<file path="src/rtl/regfile_pkg.sv">
// Shared widths and index/data types for the scoreboarded register file.
package regfile_pkg;
    localparam int DEF_ADDR_WIDTH = 5;
    localparam int DEF_DATA_WIDTH = 32;

    typedef logic [DEF_ADDR_WIDTH-1:0] reg_idx_t;
    typedef logic [DEF_DATA_WIDTH-1:0] reg_data_t;
endpackage

</file>
<file path="src/rtl/regfile_sb_if.sv">
// Write, read and claim signals of the register file, bundled for the bench and the array.
interface regfile_sb_if
    import regfile_pkg::*;
#(
    parameter int ADDR_WIDTH   = DEF_ADDR_WIDTH,
    parameter int DATA_WIDTH   = DEF_DATA_WIDTH,
    parameter int NUM_RD_PORTS = 2
);
    logic                                     i_we;
    logic [ADDR_WIDTH-1:0]                    i_wr_address;
    logic [DATA_WIDTH-1:0]                    i_wr_data;
    logic [NUM_RD_PORTS-1:0][ADDR_WIDTH-1:0]  i_rd_addr;
    logic [NUM_RD_PORTS-1:0][DATA_WIDTH-1:0]  o_rd_data;
    logic [NUM_RD_PORTS-1:0]                  o_rd_busy;
    logic                                     i_claim_valid;
    logic [ADDR_WIDTH-1:0]                    i_claim_addr;
    logic                                     o_claim_ready;
    logic [ADDR_WIDTH:0]                      o_busy_count;

    modport master (
        output i_we, i_wr_address, i_wr_data, i_rd_addr, i_claim_valid, i_claim_addr,
        input  o_rd_data, o_rd_busy, o_claim_ready, o_busy_count
    );

    modport slave (
        input  i_we, i_wr_address, i_wr_data, i_rd_addr, i_claim_valid, i_claim_addr,
        output o_rd_data, o_rd_busy, o_claim_ready, o_busy_count
    );
endinterface

</file>
<file path="src/rtl/regfile_scoreboard.sv">
// Per-register busy bits, claim handshake and registered busy population count.
module regfile_scoreboard
    import regfile_pkg::*;
#(
    parameter int ADDR_WIDTH   = DEF_ADDR_WIDTH,
    parameter int NUM_RD_PORTS = 2,
    parameter int BYPASS       = 1
) (
    input  logic                                    clk,
    input  logic                                    rst,
    input  logic                                    i_we,
    input  logic [ADDR_WIDTH-1:0]                   i_wr_address,
    input  logic [NUM_RD_PORTS-1:0][ADDR_WIDTH-1:0] i_rd_addr,
    input  logic                                    i_claim_valid,
    input  logic [ADDR_WIDTH-1:0]                   i_claim_addr,
    output logic [NUM_RD_PORTS-1:0]                 o_rd_busy,
    output logic                                    o_claim_ready,
    output logic [ADDR_WIDTH:0]                     o_busy_count
);
    localparam int DEPTH = 2 ** ADDR_WIDTH;

    logic [DEPTH-1:0]  r_busy;
    logic [DEPTH-1:0]  w_busy_nxt;
    logic [ADDR_WIDTH:0] r_count;
    logic [ADDR_WIDTH:0] w_count_nxt;
    logic              w_claim_ready;
    logic              w_claim_acc;

    // Write clears first so a same-cycle claim of the same register keeps it busy.
    always_comb begin
        w_claim_ready = !(r_busy[i_claim_addr] && !(i_we && (i_wr_address == i_claim_addr)));
        w_claim_acc   = i_claim_valid && w_claim_ready;
        w_busy_nxt    = r_busy;
        if (i_we) begin
            w_busy_nxt[i_wr_address] = 1'b0;
        end
        if (w_claim_acc) begin
            w_busy_nxt[i_claim_addr] = 1'b1;
        end
        w_busy_nxt[0] = 1'b0;
        w_count_nxt   = '0;
        for (int i = 0; i < DEPTH; i++) begin
            w_count_nxt = w_count_nxt + {{ADDR_WIDTH{1'b0}}, w_busy_nxt[i]};
        end
    end

    always_comb begin
        o_rd_busy = '0;
        for (int p = 0; p < NUM_RD_PORTS; p++) begin
            o_rd_busy[p] = r_busy[i_rd_addr[p]]
                           && (i_rd_addr[p] != '0)
                           && !((BYPASS != 0) && i_we && (i_wr_address == i_rd_addr[p]));
        end
    end

    always_ff @(posedge clk) begin
        if (rst) begin
            r_busy  <= '0;
            r_count <= '0;
        end else begin
            r_busy  <= w_busy_nxt;
            r_count <= w_count_nxt;
        end
    end

    assign o_claim_ready = w_claim_ready;
    assign o_busy_count  = r_count;
endmodule

</file>
<file path="src/rtl/regfile_sb.sv">
// Register file with zero-latency reads, optional write forwarding and a busy scoreboard.
module regfile_sb
    import regfile_pkg::*;
#(
    parameter int ADDR_WIDTH   = DEF_ADDR_WIDTH,
    parameter int DATA_WIDTH   = DEF_DATA_WIDTH,
    parameter int NUM_RD_PORTS = 2,
    parameter int BYPASS       = 1
) (
    input  logic       clk,
    input  logic       rst,
    regfile_sb_if.slave bus
);
    localparam int DEPTH = 2 ** ADDR_WIDTH;

    logic [DATA_WIDTH-1:0]                   r_mem [DEPTH];
    logic [NUM_RD_PORTS-1:0][DATA_WIDTH-1:0] w_rd_data;
    logic [NUM_RD_PORTS-1:0]                 w_rd_busy;
    logic                                    w_claim_ready;
    logic [ADDR_WIDTH:0]                     w_busy_count;

    always_ff @(posedge clk) begin
        if (rst) begin
            for (int i = 0; i < DEPTH; i++) begin
                r_mem[i] <= '0;
            end
        end else if (bus.i_we && (bus.i_wr_address != '0)) begin
            r_mem[bus.i_wr_address] <= bus.i_wr_data;
        end
    end

    always_comb begin
        w_rd_data = '0;
        for (int p = 0; p < NUM_RD_PORTS; p++) begin
            if (bus.i_rd_addr[p] == '0) begin
                w_rd_data[p] = '0;
            end else if ((BYPASS != 0) && bus.i_we && (bus.i_wr_address == bus.i_rd_addr[p])) begin
                w_rd_data[p] = bus.i_wr_data;
            end else begin
                w_rd_data[p] = r_mem[bus.i_rd_addr[p]];
            end
        end
    end

    regfile_scoreboard #(
        .ADDR_WIDTH   (ADDR_WIDTH),
        .NUM_RD_PORTS (NUM_RD_PORTS),
        .BYPASS       (BYPASS)
    ) u_scoreboard (
        .clk           (clk),
        .rst           (rst),
        .i_we          (bus.i_we),
        .i_wr_address  (bus.i_wr_address),
        .i_rd_addr     (bus.i_rd_addr),
        .i_claim_valid (bus.i_claim_valid),
        .i_claim_addr  (bus.i_claim_addr),
        .o_rd_busy     (w_rd_busy),
        .o_claim_ready (w_claim_ready),
        .o_busy_count  (w_busy_count)
    );

    assign bus.o_rd_data     = w_rd_data;
    assign bus.o_rd_busy     = w_rd_busy;
    assign bus.o_claim_ready = w_claim_ready;
    assign bus.o_busy_count  = w_busy_count;
endmodule

</file>
<file path="src/flat_wrapper.sv">
// flat-port wrapper written by rule: the top's interface ports become plain ports
module regfile_sb_flat import regfile_pkg::*;
#(
    parameter int ADDR_WIDTH   = DEF_ADDR_WIDTH,
    parameter int DATA_WIDTH   = DEF_DATA_WIDTH,
    parameter int NUM_RD_PORTS = 2,
    parameter int BYPASS       = 1
)
  (clk, rst, bus_i_we, bus_i_wr_address, bus_i_wr_data, bus_i_rd_addr, bus_i_claim_valid, bus_i_claim_addr, bus_o_rd_data, bus_o_rd_busy, bus_o_claim_ready, bus_o_busy_count);
  regfile_sb_if #(.ADDR_WIDTH(ADDR_WIDTH), .DATA_WIDTH(DATA_WIDTH), .NUM_RD_PORTS(NUM_RD_PORTS)) bus_i ();
  input  logic clk;
  input  logic rst;
  input wire logic [$bits(bus_i.i_we)-1:0] bus_i_we;
  input wire logic [$bits(bus_i.i_wr_address)-1:0] bus_i_wr_address;
  input wire logic [$bits(bus_i.i_wr_data)-1:0] bus_i_wr_data;
  input wire logic [$bits(bus_i.i_rd_addr)-1:0] bus_i_rd_addr;
  input wire logic [$bits(bus_i.i_claim_valid)-1:0] bus_i_claim_valid;
  input wire logic [$bits(bus_i.i_claim_addr)-1:0] bus_i_claim_addr;
  output wire logic [$bits(bus_i.o_rd_data)-1:0] bus_o_rd_data;
  output wire logic [$bits(bus_i.o_rd_busy)-1:0] bus_o_rd_busy;
  output wire logic [$bits(bus_i.o_claim_ready)-1:0] bus_o_claim_ready;
  output wire logic [$bits(bus_i.o_busy_count)-1:0] bus_o_busy_count;
  assign bus_i.i_we = bus_i_we;
  assign bus_i.i_wr_address = bus_i_wr_address;
  assign bus_i.i_wr_data = bus_i_wr_data;
  assign bus_i.i_rd_addr = bus_i_rd_addr;
  assign bus_i.i_claim_valid = bus_i_claim_valid;
  assign bus_i.i_claim_addr = bus_i_claim_addr;
  assign bus_o_rd_data = bus_i.o_rd_data;
  assign bus_o_rd_busy = bus_i.o_rd_busy;
  assign bus_o_claim_ready = bus_i.o_claim_ready;
  assign bus_o_busy_count = bus_i.o_busy_count;
  regfile_sb #(.ADDR_WIDTH(ADDR_WIDTH), .DATA_WIDTH(DATA_WIDTH), .NUM_RD_PORTS(NUM_RD_PORTS), .BYPASS(BYPASS)) u_core (.clk(clk), .rst(rst), .bus(bus_i));
endmodule
</file>
<file path="config.mk">
export PLATFORM = sky130hd
export DESIGN_NAME = regfile_sb_flat
export DESIGN_NICKNAME = d
export VERILOG_FILES = /design/src/rtl/regfile_pkg.sv /design/src/rtl/regfile_sb_if.sv /design/src/rtl/regfile_scoreboard.sv /design/src/rtl/regfile_sb.sv /design/src/flat_wrapper.sv
export SDC_FILE = /design/constraint.sdc
export NUM_CORES = 2
export LEC_CHECK = 0
export CORE_ASPECT_RATIO = 2
export CORE_MARGIN = 2
export CORE_UTILIZATION = 30
export CTS_CLUSTER_DIAMETER = 80
export CTS_CLUSTER_SIZE = 14
export DETAILED_ROUTE_END_ITERATION = 16
export PLACE_DENSITY = 0.49
export SLEW_MARGIN = 15
export SYNTH_ARGS = -nofsm -noshare
export SYNTH_HDL_FRONTEND = slang
export SYNTH_SLANG_ARGS = --single-unit
export TNS_END_PERCENT = 1
</file>
<file path="constraint.sdc">
create_clock -name clk -period 6.2 [get_ports clk]
set_input_delay 0.62 -clock clk [delete_from_list [all_inputs] [get_ports clk]]
set_output_delay 0.62 -clock clk [all_outputs]
set_load 0.02 [all_outputs]
</file>
Yosys cells after proc, flatten, opt, wreduce, memory -nomap -nowiden
Memory sizes are Yosys's and may differ from the RTL's.
Index checks and enable logic that the tools add are counted.
{ "totals": {"word_cells": 92, "output_inout_bits": 73, "ramBits": 1024, "romBits": 0, "reg_bits": 38, "n_memories": 1, "latch_bits": 0} }
{ "mem_list": {"columns": ["memory", "depth", "word_bits", "read_ports", "rd_clocked_by_memory_dff", "write_ports", "line", "rtl"], "rows": [
  ["u_core.r_mem", 32, 32, 2, 0, 32, "regfile_sb.sv:16", "logic [DATA_WIDTH-1:0] r_mem [DEPTH];"]
]} }
{ "classes": {"n_mul": 0, "add_sub_neg": 30, "order_cmp": 6, "div_mod_pow": 0, "shifts": 0, "reduce_logical": 22, "mux": 24, "eq_ne": 3, "bitwise": 3} }
{ "op_table": {"columns": ["operator", "n"], "rows": [
  ["32-bit 2-to-1 mux", 7],
  ["6-bit by 1-bit adder with 6-bit output", 25],
  ["32-bit bitwise AND", 1],
  ["32-bit NOT", 1],
  ["32-bit bitwise OR", 1],
  ["32-bit OR reduction", 1],
  ["5-bit by 6-bit < comparator with 1-bit output, second input constant", 4],
  ["1-bit binary-select mux with 5-bit select", 3],
  ["5-bit == test", 3],
  ["5-bit nonzero test", 3],
  ["1-bit logical AND", 12],
  ["1-bit 2-to-1 mux", 11],
  ["1-bit demux with 5-bit select", 2],
  ["5-bit by 1-bit >= comparator with 1-bit output, second input constant", 2],
  ["5-bit logical NOT", 2],
  ["5-bit by 1-bit adder with 6-bit output", 1],
  ["4-bit by 1-bit adder with 5-bit output", 1],
  ["5-bit 2-to-1 mux", 1],
  ["3-bit by 1-bit adder with 4-bit output", 1],
  ["1-bit logical NOT", 4],
  ["2-bit by 1-bit adder with 3-bit output", 1],
  ["1-bit by 1-bit adder with 2-bit output", 1]
]} }

Logic depth before layout (Yosys ltp)
{ "logic_depth": {"word_depth": 39, "ltp_mapped": 22, "depth_no_buf": 20} }

Modules after synthesis
Synthesis repeated with hierarchy kept, for this count alone.
{ "unflattened": {"cells_unflattened": 4166, "area_unflattened_um2": 58493.6} }
{ "by_module_without_submodules": {"columns": ["mod", "cells_per_inst", "seq_area_each_um2", "instances", "area_each_um2"], "rows": [
  ["regfile_sb", 3802, 30749.5, 1, 55061.6],
  ["regfile_scoreboard", 364, 740.7, 1, 3432.0]
]} }

Worst setup path before layout
Ideal clock, no wire load.
{ "synth_path": {"kind": "input to register", "from": "in bus_i_claim_addr[4]", "to": "reg u_core.u_scoreboard.r_count[4], in the netlist u_core.u_scoreboard.o_busy_count[4]", "required_ns": 6.072, "path_stages": 21, "slack_ns": -0.104, "arrival_time_ns": 6.176, "cell_sequence": "buf_1 -> xnor2_1 -> nand4_1 -> nor3_1 -> nand2_1 -> and3_1 -> fa_1 -> fa_1 -> fa_1 -> inv_1 -> fa_1 -> inv_1 -> fa_1 -> fa_1 -> fa_1 -> inv_1 -> fa_1 -> a21o_1 -> a21oi_1 -> xor2_1 -> nor2_1"} }
{ "synth_via": {"elab_chain_len": 37, "elab_cells_between_ends": 45} }
{ "synth_rtl": {"columns": ["item", "line", "rtl"], "rows": [
  ["start: declaration", "flat_wrapper.sv:18", "input wire logic [$bits(bus_i.i_claim_addr)-1:0] bus_i_claim_addr;"],
  ["parallel branches: the longest is 6 deep, another holds 5-bit by 6-bit < comparator with 1-bit output", null, null],
  ["32-bit 2-to-1 mux (*)", "regfile_scoreboard.sv:37", "if (w_claim_acc) begin"],
  ["1-bit by 1-bit adder with 2-bit output", "regfile_scoreboard.sv:43", "w_count_nxt = w_count_nxt + {{ADDR_WIDTH{1'b0}}, w_busy_nxt[i]};"],
  ["2-bit by 1-bit adder with 3-bit output", "regfile_scoreboard.sv:43", null],
  ["3-bit by 1-bit adder with 4-bit output", "regfile_scoreboard.sv:43", null],
  ["4-bit by 1-bit adder with 5-bit output", "regfile_scoreboard.sv:43", null],
  ["5-bit by 1-bit adder with 6-bit output", "regfile_scoreboard.sv:43", null],
  ["6-bit by 1-bit adder with 6-bit output (24 in series)", "regfile_scoreboard.sv:43", null],
  ["6-bit by 1-bit adder with 6-bit output (*)", "regfile_scoreboard.sv:43", null],
  ["end signal: assignment", "regfile_scoreboard.sv:62", "r_count <= w_count_nxt;"],
  ["end: declaration", "regfile_scoreboard.sv:24", "logic [ADDR_WIDTH:0] r_count;"]
]} }
Mark *: on every way between the ends. The select of a mux whose other input is x is not followed.
A chain may end at the register's enable or synchronous reset.

Worst setup path in the final report
{ "layout_path": {"from": "reg u_core.u_scoreboard.r_busy[7]", "to": "reg u_core.u_scoreboard.r_count[4], in the netlist u_core.u_scoreboard.o_busy_count[4]"} }
{ "layout_via": {"elab_chain_len": 36, "elab_cells_between_ends": 39} }
{ "layout_rtl": {"columns": ["item", "line", "rtl"], "rows": [
  ["start: declaration", "regfile_scoreboard.sv:22", "logic [DEPTH-1:0] r_busy;"],
  ["start signal: assignment", "regfile_scoreboard.sv:61", "r_busy <= w_busy_nxt;"],
  ["1-bit binary-select mux with 5-bit select", "regfile_scoreboard.sv:31", "w_claim_ready = !(r_busy[i_claim_addr] && !(i_we && (i_wr_address == i_claim_addr)));"],
  ["1-bit 2-to-1 mux (not written as such)", "regfile_scoreboard.sv:31", null],
  ["1-bit logical AND", "regfile_scoreboard.sv:31", null],
  ["1-bit logical NOT", "regfile_scoreboard.sv:31", null],
  ["1-bit logical AND", "regfile_scoreboard.sv:32", "w_claim_acc = i_claim_valid && w_claim_ready;"],
  ["32-bit 2-to-1 mux (*)", "regfile_scoreboard.sv:37", null],
  ["1-bit by 1-bit adder with 2-bit output", "regfile_scoreboard.sv:43", null],
  ["2-bit by 1-bit adder with 3-bit output", "regfile_scoreboard.sv:43", null],
  ["3-bit by 1-bit adder with 4-bit output", "regfile_scoreboard.sv:43", null],
  ["4-bit by 1-bit adder with 5-bit output", "regfile_scoreboard.sv:43", null],
  ["5-bit by 1-bit adder with 6-bit output", "regfile_scoreboard.sv:43", null],
  ["6-bit by 1-bit adder with 6-bit output (24 in series)", "regfile_scoreboard.sv:43", null],
  ["6-bit by 1-bit adder with 6-bit output (*)", "regfile_scoreboard.sv:43", null]
]} }
Every way passes the cells marked *; elsewhere a longest branch is shown, timed or not. The select of a mux whose other input is x is not followed.

==> metrics.md <==
| Metric | Value |
|---|---|
| Via density | 5.94 |
| Worst Hold Path EP | u_core.u_scoreboard.o_busy_count[0]$_SDFF_PP0_ |
| Power density cells | 244 nW/um2 |
| Chip width | 317 um |
| Reg2reg setup slack | 0.16 ns |
| Sequential fraction of the synthesis area | 0.534 |
| Min-delay src | rst |
| Synth cell types | 81 |
| Worst skew pair latency | 0.70 ns |
| Synthesized area | 59000 um2 |
| Clock period minus worst slack | 6.04 ns |
| Met3 Track Usage GR | 0.0476 |
| Max-cap violation count | 0 |
| Post-route ant nets | 0 |
| Post-synth top flop | edfxtp_1 |
| Critical Path Source Type | register |
| Final wirelength | 254000 um |
| Global-route wire length before repair | 346000 um |
| Fin util | 0.344 |
| F_max | 165 MHz |
| Pre-CTS setup slack | -0.882 ns |
| LEAKAGE | 22.9 nW |
| Clock power share | 0.328 |
| Die height | 631 um |
| Worst Setup Path Type | reg -> reg |
| Syn Inst Count | 4152 |
| Area delta synth->final | 14.3% |
| Worst Tran Pin Value | 1.30 ns |
| Starting density of the core | 0.301 |
| Grt total ovfl | 0 |
| CTS buffer count | 87 |
| Seq pwr share | 0.512 |
| Avg WL per Cell | 36.7 um |
| Die area | 200000 um2 |
| Switch Pwr | 4.59 mW |
| Max VDD drop | 230 uV |
| Core Area | 196000 um2 |
| Worst clock skew | 0.0268 ns |
| Run status | completed |
| Comb power frac | 0.160 |
| Initial antenna violation count | 24 |
| Drt initial violations | 5258 |
| Final net count | 4430 |
| Yosys reg bits | 1061 |
| Worst hold stages | 2 |
| Via count | 41100 |
| Cts hold-fix bufs | 0 |
| GPL Wtd Cong | 0.872 |
| DR pass1 iterations | 6 |
| EDFF count, synth | 1024 |
| Syn_area_per_cell | 14.2 um2 |
| Slew Viols, Final | 0 |
| Final period utilization | 0.975 |
| H-tree depth | 3 |
| # rows | 230 |
| GR Layer Usage met2 | 0.407 |
| Switching power share of the total | 0.279 |
| Buffers on Ports | 128 |
| Critical path data arrival time | 6.58 ns |
| Number of global-route vias before repair | 41700 |
| Int Power | 11.9 mW |
| Clock sinks | 1061 |
| Syn. warnings | 0 |
| Max Root-Sink Buffers | 3 |
| Crit-path max FO | 4 |
| Crit end category | register |
| Layout cells sized above 1 | 0.258 |
| R2R Path End | u_core.u_scoreboard.o_busy_count[4]$_SDFF_PP0_ |
| CP required | 6.73 ns |
| FF-to-FF Start | u_core.u_scoreboard.r_busy[7]$_SDFF_PP0_ |
| Rel. slew slack | 0.134 |
| FFs w/ async S/R, synth | 0 |
| Final worst slack | 0.156 ns |
| Root Buffer | clkbuf_16 |
| Clock transition at path regs | 0.08 ns |
| Largest net degree at the start of global routing | 54 |
| Worst r2r path cells | 22 |
| CTS tree | yes |
| Unrepaired setup endpoints after global routing | yes |
| Busiest grt layer | met2 |
| Io pins | 129 |
| Met1 Use GR | 0.311 |
| DRC Markers | 0 |
| Final Hold Fails | 0 |
| Setup-failing EPs final | 0 |
| GRT Total Usage | 0.249 |
| Hold Path Class | in -> reg |
| Post-DP HPWL | 161000 um |
==> per-layer routing <==
metal  wire (um)  up-vias  share of wire
li1            -    16300              -
met5         109        -        0.00043
met1       95000    21600           0.37
met3       22800      629          0.090
met2      121000     2565           0.48
met4       15500       16          0.061
==> power by group through the flow <==
stage / sequential (mW) / combinational, mW / clock [mW]
3_5_place_dp: 8.58 / 2.59 / 0
2_1_floorplan: 8.50 / 1.48 / 0
6_report: 8.43 / 2.64 / 5.40
5_1_grt: 8.47 / 2.72 / 5.67
4_1_cts: 8.42 / 2.60 / 5.46
3_3_place_gp: 8.55 / 2.59 / 0
==> layout make-up <==
type | count | area (um2)
Fill cell | 18900 | 128000
Multi-Input combinational cell | 2653 | 25700
Timing Repair Buffer | 507 | 4420
Clock inverter | 12 | 200
Antenna cell | 7 | 17.5
Clock buffer | 95 | 2210
Tap cell | 2552 | 3190
Inverter | 34 | 129
Sequential cell | 1061 | 31500
==> per-stage QoR <==
stage                     area (um2)  power, mW  hold WS, ns  setup TNS, ns  std cells
after floorplan                59100       9.98        0.501              0       4183
after global placement         64600       11.1        0.674          -3.63       6789
after detailed placement       64600       11.2        0.644          -3.49       6789
after global routing           67400       16.9        0.482        -0.0637       6915
final                          67400       16.5        0.455              0       6921
after CTS                      67100       16.5        0.454              0       6899
==> critical path, cell delays in order, from the launching register on <==
cell	delay (ns)
dfxtp_1	0.32
mux2_4	0.26
or3_1	0.32
o2111ai_2	0.08
buf_6	0.15
buf_12	0.10
nand4_1	0.11
and3_4	0.21
fa_2	0.50
fa_1	0.57
inv_2	0.04
fa_1	0.49
fa_1	0.51
inv_1	0.05
fa_1	0.45
fa_1	0.53
fa_2	0.20
inv_2	0.05
fa_2	0.38
a21o_1	0.18
a21oi_2	0.15
xor2_1	0.16
nor2_1	0.05
==> sequential cells by signal, indices dropped and copies added, names as in the netlist <==
signal                            count
u_core.u_scoreboard.o_busy_count      6
u_core.u_scoreboard.r_busy           31
u_core.r_mem                       1024
==> worst max path at each step <==
stage	to	start	depth (start not counted)	slack [ns]
global route	u_core.u_scoreboard.o_busy_count[4]$_SDFF_PP0_	u_core.u_scoreboard.r_busy[14]$_SDFF_PP0_	21	-0.06
global placement	u_core.u_scoreboard.o_busy_count[4]$_SDFF_PP0_	bus_i_claim_addr[1]	23	-0.93
CTS	u_core.u_scoreboard.o_busy_count[4]$_SDFF_PP0_	bus_i_claim_addr[0]	23	0.06
detailed placement	u_core.u_scoreboard.o_busy_count[4]$_SDFF_PP0_	bus_i_claim_addr[2]	22	-0.88
finish	u_core.u_scoreboard.o_busy_count[4]$_SDFF_PP0_	u_core.u_scoreboard.r_busy[7]$_SDFF_PP0_	22	0.16
floorplan	u_core.u_scoreboard.o_busy_count[4]$_SDFF_PP0_	bus_i_claim_addr[1]	21	0.003
==> layout by cell type (no fill, tap or decap), drive strengths merged, types with 37 or more instances in the layout <==
cell type and count:
and2 935, nand3 59, clkbuf 97, clkdlybuf4s50 107
nand2 126, o21ai 82, nor2 141, and3 38
mux4 498, dfxtp 37, o22ai 90, buf 390
edfxtp 1024, nor3 85, mux2i 105
==> logic make-up after synthesis <==
family          after synthesis  share of synthesized area
compound gates              415                     0.0489
xor+xnor                     18                    0.00267
fa+ha+maj                    30                    0.00929
buf+inv                     469                     0.0406
flops                      1061                      0.534
mux                         629                      0.215
other cells                   1                  0.0000636
simple gates               1529                      0.150
==> Yosys cell counts (10+ instances only) <==
cell type / number / share of area
clkbuf_1: 267 / 0.017
nand3b_1: 15 / 0.0019
buf_1: 18 / 0.0011
mux2i_1: 105 / 0.018
buf_2: 80 / 0.0068
a211oi_1: 10 / 0.0013
o22ai_1: 90 / 0.0095
and3_1: 38 / 0.0040
a31oi_1: 29 / 0.0031
buf_4: 24 / 0.0031
mux4_2: 468 / 0.18
or3_1: 11 / 0.0012
nand3_1: 59 / 0.0050
nand4_1: 28 / 0.0030
xnor2_1: 13 / 0.0019
o21ai_1: 12 / 0.0010
dfxtp_1: 37 / 0.013
nor2_1: 141 / 0.0090
buf_6: 29 / 0.0055
buf_12: 10 / 0.0034
and2_1: 935 / 0.099
mux2_2: 26 / 0.0050
o21ai_0: 70 / 0.0059
inv_1: 30 / 0.0019
nand2_1: 125 / 0.0080
nor3_1: 84 / 0.0071
nor2b_1: 14 / 0.0015
edfxtp_1: 1024 / 0.52
a22oi_1: 26 / 0.0033
mux4_1: 29 / 0.013
or2_2: 32 / 0.0034
o221ai_1: 18 / 0.0027
a21oi_1: 30 / 0.0025
fa_1: 23 / 0.0078
a221oi_1: 18 / 0.0027
a22o_1: 20 / 0.0030
==> what timing repair did <==
action                     in CTS  in global routing
setup endpoints to repair       1                  4
buffers inserted                3                 14
pin swaps                      12                 33
resized for setup              15                 52
cloned                          0                  1
No activity file was read; power rests on OpenSTA's default activity.
